<file path="config.mk">
export PLATFORM = sky130hd
export DESIGN_NAME = key_event_arbiter
export DESIGN_NICKNAME = d
export VERILOG_FILES = /design/src/rtl/key_event_arbiter.sv
export SDC_FILE = /design/constraint.sdc
export NUM_CORES = 1
export LEC_CHECK = 0
export ABC_CLOCK_PERIOD_IN_PS = 1820
export CAP_MARGIN = 5
export CELL_PAD_IN_SITES_DETAIL_PLACEMENT = 1
export CELL_PAD_IN_SITES_GLOBAL_PLACEMENT = 2
export CORE_MARGIN = 5
export CORE_UTILIZATION = 39
export CTS_BUF_LIST = sky130_fd_sc_hd__clkbuf_8 sky130_fd_sc_hd__clkbuf_16
export DETAILED_ROUTE_END_ITERATION = 10
export DONT_BUFFER_PORTS = 1
export GPL_TIMING_DRIVEN = 0
export PLACE_DENSITY_LB_ADDON = 0.1
export SKIP_LAST_GASP = 1
export SLEW_MARGIN = 15
export SYNTH_ARGS = -nofsm -noshare
export SYNTH_HDL_FRONTEND = slang
export SYNTH_SLANG_ARGS = --single-unit
</file>
<file path="constraint.sdc">
create_clock -name clk -period 1.82 [get_ports clk]
set_input_delay 0.182 -clock clk [delete_from_list [all_inputs] [get_ports clk]]
set_output_delay 0.182 -clock clk [all_outputs]
set_load 0.05 [all_outputs]
</file>
<file path="src/rtl/key_event_arbiter.sv">
// Key-press event source: per-key synchroniser and rising-edge detector feeding
// a pending-request register, shared over one valid/ready channel by a round-robin arbiter.
module key_event_arbiter #(
  parameter  int N           = 4,
  parameter  int SYNC_STAGES = 2,
  localparam int IDW         = $clog2(N)
) (
  input  logic           clk,
  input  logic           reset,
  input  logic [N-1:0]   keys,
  input  logic           ev_ready,
  input  logic           clr_overrun,
  output logic           ev_valid,
  output logic [IDW-1:0] ev_id,
  output logic [N-1:0]   pending,
  output logic [N-1:0]   overrun
);

  typedef enum logic {IDLE, VALID} state_t;

  state_t           state_q, state_d;
  logic [N-1:0]     sync_q [SYNC_STAGES];
  logic [N-1:0]     prev_q;
  logic [N-1:0]     key_edge;
  logic [N-1:0]     pending_d, overrun_d, grant_oh, drop;
  logic [IDW-1:0]   ptr_q, ptr_d, grant;
  logic             any_pending, load, grant_en, found;
  int               idx, nxt;

  // NOTE: the whole synchroniser array is reset so a key held through reset
  // still looks like a fresh 0->1 transition once reset releases.
  always_ff @(posedge clk or negedge reset) begin
    if (!reset) begin
      for (int s = 0; s < SYNC_STAGES; s++) sync_q[s] <= '0;
      prev_q <= '0;
    end else begin
      sync_q[0] <= keys;
      for (int s = 1; s < SYNC_STAGES; s++) sync_q[s] <= sync_q[s-1];
      prev_q <= sync_q[SYNC_STAGES-1];
    end
  end

  assign key_edge    = sync_q[SYNC_STAGES-1] & ~prev_q;
  assign any_pending = |pending;
  assign load        = ~ev_valid | ev_ready;
  assign grant_en    = load & any_pending;

  // Round-robin scan from ptr, wrapping modulo N (N need not be a power of two).
  // NOTE: every always_comb output gets a default first so no latch is inferred.
  always_comb begin
    grant = '0;
    found = 1'b0;
    idx   = 0;
    for (int k = 0; k < N; k++) begin
      idx = int'(ptr_q) + k;
      if (idx >= N) idx = idx - N;
      if (!found && pending[idx]) begin
        found = 1'b1;
        grant = IDW'(idx);
      end
    end
    nxt = int'(grant) + 1;
    if (nxt >= N) nxt = 0;
    ptr_d = IDW'(nxt);
  end

  always_comb begin
    grant_oh  = grant_en ? (N'(1) << grant) : '0;
    // A granted key re-latches only an edge arriving in the grant cycle.
    pending_d = (pending & ~grant_oh) | key_edge;
    drop      = key_edge & pending & ~grant_oh;
    // Set wins over clear when both land on the same edge.
    overrun_d = drop | (overrun & ~{N{clr_overrun}});
  end

  // NOTE: sequential state uses non-blocking assignments only.
  always_ff @(posedge clk or negedge reset) begin
    if (!reset) begin
      state_q <= IDLE;
      pending <= '0;
      overrun <= '0;
      ev_id   <= '0;
      ptr_q   <= '0;
    end else begin
      state_q <= state_d;
      pending <= pending_d;
      overrun <= overrun_d;
      if (grant_en) begin
        ev_id <= grant;
        ptr_q <= ptr_d;
      end
    end
  end

  always_comb begin
    state_d = state_q;
    case (state_q)
      IDLE:    if (any_pending) state_d = VALID;
      VALID:   if (ev_ready)    state_d = any_pending ? VALID : IDLE;
      default: state_d = IDLE;
    endcase
  end

  always_comb begin
    ev_valid = (state_q == VALID);
  end

endmodule

</file>
==> impl_metrics.json, run 1 <==
{
  "slew_headroom_pct": 68.4,
  "hold_ws_ns": 0.0132,
  "wl_per_cell_um": 16.7,
  "core_area_sq_um": 2450,
  "combPwrFrac_pct": 35.8,
  "synthCells": 78,
  "worst_slew_pin_slew_ns": 0.474,
  "crit_path_max_incr_delay_ns": 0.58,
  "dr.pass1.iters": 4,
  "cts_max_path_buffers": 2,
  "avgSynthCellArea_sq_um": 12.7,
  "fin_nets": 109,
  "ys_types": 20,
  "cp-startpoint": "pending[1]$_DFF_PN0_",
  "portBuffers": 0,
  "drt_iter0_drc": 20,
  "status": "completed",
  "initial_core_util_pct": 40.2,
  "synth_fp_nets": 91,
  "drc": 0,
  "worstPathRequired_ns": 1.97,
  "antenna_left": 0,
  "final-seq-area_sq_um": 641,
  "worstHoldPathType": "input pin to register",
  "crit_arrival_ns": 1.96,
  "numCtsBuffers": 3,
  "leakagePower_uw": 0.000557,
  "ys_ff_latch": 25,
  "setup_violations": 0,
  "finalCriticalPeriod_ns": 1.81,
  "hpwlAfterDp_um": 1300,
  "netlist_area_sq_um": 987,
  "ir_worst_vdd_mv": 0.806,
  "ctsRootBufferMaster": "clkbuf_8",
  "setup_ws_ns": 0.0123,
  "drive_above_1_share_pct": 32.6,
  "cts_tree": "done",
  "gr-usage-all-layers_pct": 12.8,
  "grt_overflow_total": 0,
  "die_w_um": 60.3,
  "fin_cells": 125,
  "use_met2_pct": 20.2,
  "slew_viol_final": 0,
  "viasPerCell": 5.05,
  "gp_congestion": 0.768,
  "cp_slowest_cell": "dfrtp_4",
  "fill_cells": 250,
  "crit-reg2reg-launch": "pending[1]$_DFF_PN0_",
  "dp_slack_ns": -0.303,
  "dieHeight_um": 60.3,
  "path_clk_slew_ns": 0.08,
  "path_cells": "a21bo_4 > a221oi_4 > ha_1 > inv_1 > o21ai_1 > o22ai_1",
  "clkPwrFrac_pct": 13.5,
  "drv_cap": 0,
  "crit_fanout": 7,
  "min-delay-start": "clr_overrun",
  "multiInputGateArea_sq_um": 395,
  "crit_buf_inv": 1,
  "fin_skew_ns": 0.00221,
  "num_rows": 18,
  "swShare_pct": 45.8,
  "syn_to_final_growth_pct": 30.5,
  "h-tree-depth": 1,
  "max_freq_mhz": 553,
  "cp-end-kind": "register",
  "grt_max_degree": 26,
  "busiest_layer": "met2",
  "rsz0062_at_grt": "true",
  "seq_power_share_pct": 50.7,
  "hold_viol": 0,
  "grt_use_met3_pct": 3.89,
  "clock-sinks": 25,
  "pin_count": 19,
  "antenna_cells": 0,
  "cp_top_family": "compound AO/OA/AOI/OAI gates",
  "ys_seq_area_share_pct": 63.4,
  "setup.worst_path.class": "register to register",
  "grt_pass1_wl_um": 3310,
  "dp.cells": 108,
  "cp-start-kind": "register",
  "antenna_found_initial": 0,
  "vias": 631,
  "p_sw_uw": 1090,
  "clock_latency_ns": 0.26,
  "dieArea_sq_um": 3640,
  "routed_wl_um": 2090,
  "intPower_uw": 1290,
  "power.density_nw_per_um2": 1850,
  "gr-usage-met1_pct": 15.8,
  "grt_pass1_vias": 682,
  "min_period_over_period_pct": 99.3,
  "ys_warn_count": 0
}
routing by layer:
layer  part of all wire (%)  vias up
met3                    7.3        5
li1                       -      297
met4                    2.0        0
met5                      0        -
met2                     50       19
met1                     41      310
flip-flops by register name, summed over array words and instances, names as in the netlist:
| name | count |
|---|---|
| prev_q | 4 |
| ptr_q | 2 |
| sync_q | 8 |
| ev_valid | 1 |
| pending | 4 |
| overrun | 4 |
| ev_id | 2 |
logic make-up after synthesis:
| group | synth area share [%] |
|---|---|
| adder cells (fa/ha/maj) | 6.34 |
| buffers and inverters | 4.18 |
| multiplexers | 2.15 |
| flip-flops | 63.4 |
| AO/OA/AOI/OAI | 13.1 |
| AND/OR/NAND/NOR | 10.9 |
power groups by stage:
stage	Sequential (uW)	Combinational (uW)	Clock (uW)
6_report	1210	853	321
2_1_floorplan	1120	435	0
3_3_place_gp	1150	515	0
3_5_place_dp	1170	530	0
4_1_cts	1180	737	343
5_1_grt	1230	953	367
cells in the mapped netlist:
master    instances  area, sq um
nand2_1           5         18.8
a221oi_4          1         26.3
o41ai_1           1         8.76
nor3_1            1         5.00
dfrtp_1          25          626
or2_2             1         6.26
nor3b_2           1         12.5
mux2_1            1         11.3
o21ai_0           9         45.0
inv_1            11         41.3
ha_1              5         62.6
o31ai_1           1         7.51
nor2b_1           1         6.26
mux2i_1           1         10.0
nand2b_1          5         31.3
nor4_2            1         12.5
nand4b_1          1         8.76
o22ai_1           5         31.3
or3_1             1         6.26
a21bo_2           1         10.0
worst register-to-register path: stages, from the launching register on:
cell      delay, ns
dfrtp_4        0.58
a21bo_4        0.28
a221oi_4       0.33
ha_1           0.22
inv_1          0.04
o21ai_1        0.16
o22ai_1        0.09
metrics by stage:
step	TNS [ns]	utilization, %	total power [uW]	instance area (sq um)
after floorplan	0	-	1550	992
final	0	52.5	2380	1290
after global placement	-1.30	41.9	1670	1030
after detailed placement	-1.59	41.9	1700	1030
after global routing	-0.463	52.5	2560	1290
after CTS	-0.0610	49.4	2260	1210
final cells by class:
type	count	share of cell area [%]
inverter	11	3.20
timing repair buffer	13	9.90
multi-input combinational	42	30.7
clock inverter	1	0.388
tap	30	2.91
sequential	25	49.7
clock buffer	3	3.20
path summary, 6_finish.rpt:
path / to / slack (ns) / depth (start not counted)
worst max-delay path: overrun[1]$_DFF_PN0_ / 0.01 / 6
worst min-delay path: overrun[0]$_DFF_PN0_ / 0.01 / 1
max in group asynchronous: pending[3]$_DFF_PN0_ / 1.31 / 2
worst min register to register: sync_q[2]$_DFF_PN0_ / 0.35 / 0
min in group asynchronous: sync_q[4]$_DFF_PN0_ / 0.34 / 2
worst max register to register: overrun[1]$_DFF_PN0_ / 0.01 / 6
layout by cell type (no fill, tap or decap):
master and instances:
dfrtp_1 21, inv_1 9, dlygate4sd3_1 7, nand2_1 5, nand2b_1 5, buf_4 5
o22ai_1 4, o21ai_0 4, dfrtp_4 4, o21ai_2 3, clkbuf_8 3, inv_2 2
o21ai_1 2, ha_1 2, ha_2 2, nand4b_1 1, o22ai_2 1, nor3b_4 1
nor3_4 1, mux2i_1 1, a21bo_4 1, a221oi_4 1, or3_4 1, nor2b_2 1
nor4_4 1, or2_2 1, mux2_1 1, o41ai_1 1, o31ai_1 1, ha_4 1
clkinv_2 1, buf_12 1
timing repair:
action / in CTS / in global routing
endpoints found under the hold margin: 30 / 1
buffers inserted: 3 / 2
endpoints found under the setup margin: 11 / 11
hold buffers: 7 / 1
pin swaps: 3 / 7
resized for setup: 13 / 13
(Power assumes the default switching activity.)
==> run 2: changes to the inputs <==
Settings changed: GPL_ROUTABILITY_DRIVEN set to 0, RECOVER_POWER set to 25.
==> impl_metrics.json, run 2 (synthesis results as in run 1) <==
{
  "core_area_sq_um": 2450,
  "finalCriticalPeriod_ns": 1.81,
  "crit_arrival_ns": 1.96,
  "clock_latency_ns": 0.26,
  "die_w_um": 60.3,
  "num_rows": 18,
  "h-tree-depth": 1,
  "syn_to_final_growth_pct": 29.8,
  "cp_slowest_cell": "dfrtp_4",
  "rsz0062_at_grt": "true",
  "max_freq_mhz": 553,
  "slew_viol_final": 0,
  "gr-usage-all-layers_pct": 12.8,
  "drt_iter0_drc": 23,
  "path_clk_slew_ns": 0.08,
  "top_register": "sync_q",
  "layout_common_cells": "21 x dfrtp_1, 9 x inv_1, 7 x dlygate4sd3_1",
  "vias": 631,
  "grt_overflow_total": 0,
  "setup.worst_path.class": "register to register",
  "worstPathRequired_ns": 1.97,
  "final_util_pct": 52.2,
  "setup_violations": 0,
  "numCtsBuffers": 3,
  "largest_register_ffs": 8,
  "wl_per_cell_um": 16.7,
  "routed_wl_um": 2090,
  "dr.pass1.iters": 4,
  "worst_slew_pin_slew_ns": 1.09,
  "antenna_cells": 0,
  "initial_core_util_pct": 40.2,
  "dieHeight_um": 60.3,
  "status": "completed",
  "fin_nets": 109,
  "grt_pass1_wl_um": 3310,
  "cts_max_path_buffers": 2,
  "antenna_found_initial": 0,
  "fin_skew_ns": 0.00221,
  "antenna_left": 0,
  "cp_top_family": "compound AO/OA/AOI/OAI gates",
  "clock-sinks": 25,
  "total_power_uw": 2380,
  "ir_worst_vdd_mv": 0.806,
  "slew_headroom_pct": 27.2,
  "crit_buf_inv": 1,
  "crit_path_max_incr_delay_ns": 0.58,
  "ctsRootBufferMaster": "clkbuf_8",
  "drc": 0,
  "power.density_nw_per_um2": 1860,
  "cts_tree": "done",
  "viasPerCell": 5.05,
  "hpwlAfterDp_um": 1300,
  "cp-start-kind": "register",
  "fill_cells": 252,
  "cp-end-kind": "register",
  "grt_pass1_vias": 682,
  "hold_viol": 0,
  "leakagePower_uw": 0.000560,
  "tns_ns": 0,
  "worstHoldPathType": "input pin to register",
  "layout_commonest_cell": "dfrtp_1",
  "crit_fanout": 7,
  "path_cells": "a21bo_4 > a221oi_4 > ha_1 > inv_1 > o21ai_1 > o22ai_1",
  "portBuffers": 0,
  "min_period_over_period_pct": 99.3,
  "pin_count": 19,
  "drv_cap": 0,
  "drive_above_1_share_pct": 31.6,
  "dieArea_sq_um": 3640,
  "grt_max_degree": 26
}
-- run 2: cell count changes in the layout (fill, tap and decap cells not counted) --
cell	change
dlymetal6s4s_1	+1
buf_12	-1
-- run 2: cell type report --
type	instances	area, sq um	area share, %
Clock inverter	1	5.00	0.391
Inverter	11	41.3	3.22
Clock buffer	3	41.3	3.22
Multi-Input combinational cell	42	395	30.9
Timing Repair Buffer	13	120	9.37
Tap cell	30	37.5	2.93
Sequential cell	25	641	50.0
-- run 2: where the power goes --
group          total (uW)  internal [uW]  leakage (uW)  switching, uW
sequential           1210            700      0.000289            506
combinational         850            433      0.000246            416
clock                 321            153     0.0000255            168
-- run 2: stage by stage --
| step | hold WS (ns) | std cells | instance area (sq um) | worst slack [ns] |
|---|---|---|---|---|
| floorplan | -0.114 | 78 | 992 | 0.0434 |
| global placement | -0.113 | 108 | 1030 | -0.266 |
| detailed placement | -0.113 | 108 | 1030 | -0.303 |
| CTS | 0.00232 | 122 | 1210 | -0.0318 |
| global route | 0.00188 | 125 | 1280 | -0.0874 |
| finish | 0.0132 | 125 | 1280 | 0.0123 |
-- run 2: worst reg2reg max path: cells and delay by family (launching register included) --
kind | cells | cell delay, ns
fa+ha+maj | 1 | 0.22
buf+inv | 1 | 0.04
compound gates | 4 | 0.86
flops | 1 | 0.58
-- run 2: final timing paths --
kind                                           start              endpoint  slack (ns)  cells after the start
worst min-delay path                     clr_overrun  overrun[0]$_DFF_PN0_        0.01                      1
max in group asynchronous                      reset  pending[3]$_DFF_PN0_        0.29                      2
worst max-delay path            pending[1]$_DFF_PN0_  overrun[1]$_DFF_PN0_        0.01                      6
worst min register to register   sync_q[6]$_DFF_PN0_   sync_q[2]$_DFF_PN0_        0.35                      0
min in group asynchronous                      reset   sync_q[4]$_DFF_PN0_        0.74                      2
worst max register to register  pending[1]$_DFF_PN0_  overrun[1]$_DFF_PN0_        0.01                      6
-- run 2: timing repair --
| action | in CTS | in global routing |
|---|---|---|
| endpoints found under the hold margin | 30 | 1 |
| setup buffers | 3 | 2 |
| hold buffers | 7 | 1 |
| pin swaps | 3 | 7 |
| setup endpoints to repair | 11 | 11 |
| gates resized for setup | 13 | 13 |
| cloned | 0 | 0 |
-- run 2: routing by layer --
metal	track usage, %	vias up	part of all wire, %
met1	15.8	310	41
met2	20.2	19	50
met3	3.89	5	7.3
met4	6.65	0	2.0
li1	-	297	-
met5	0	-	0
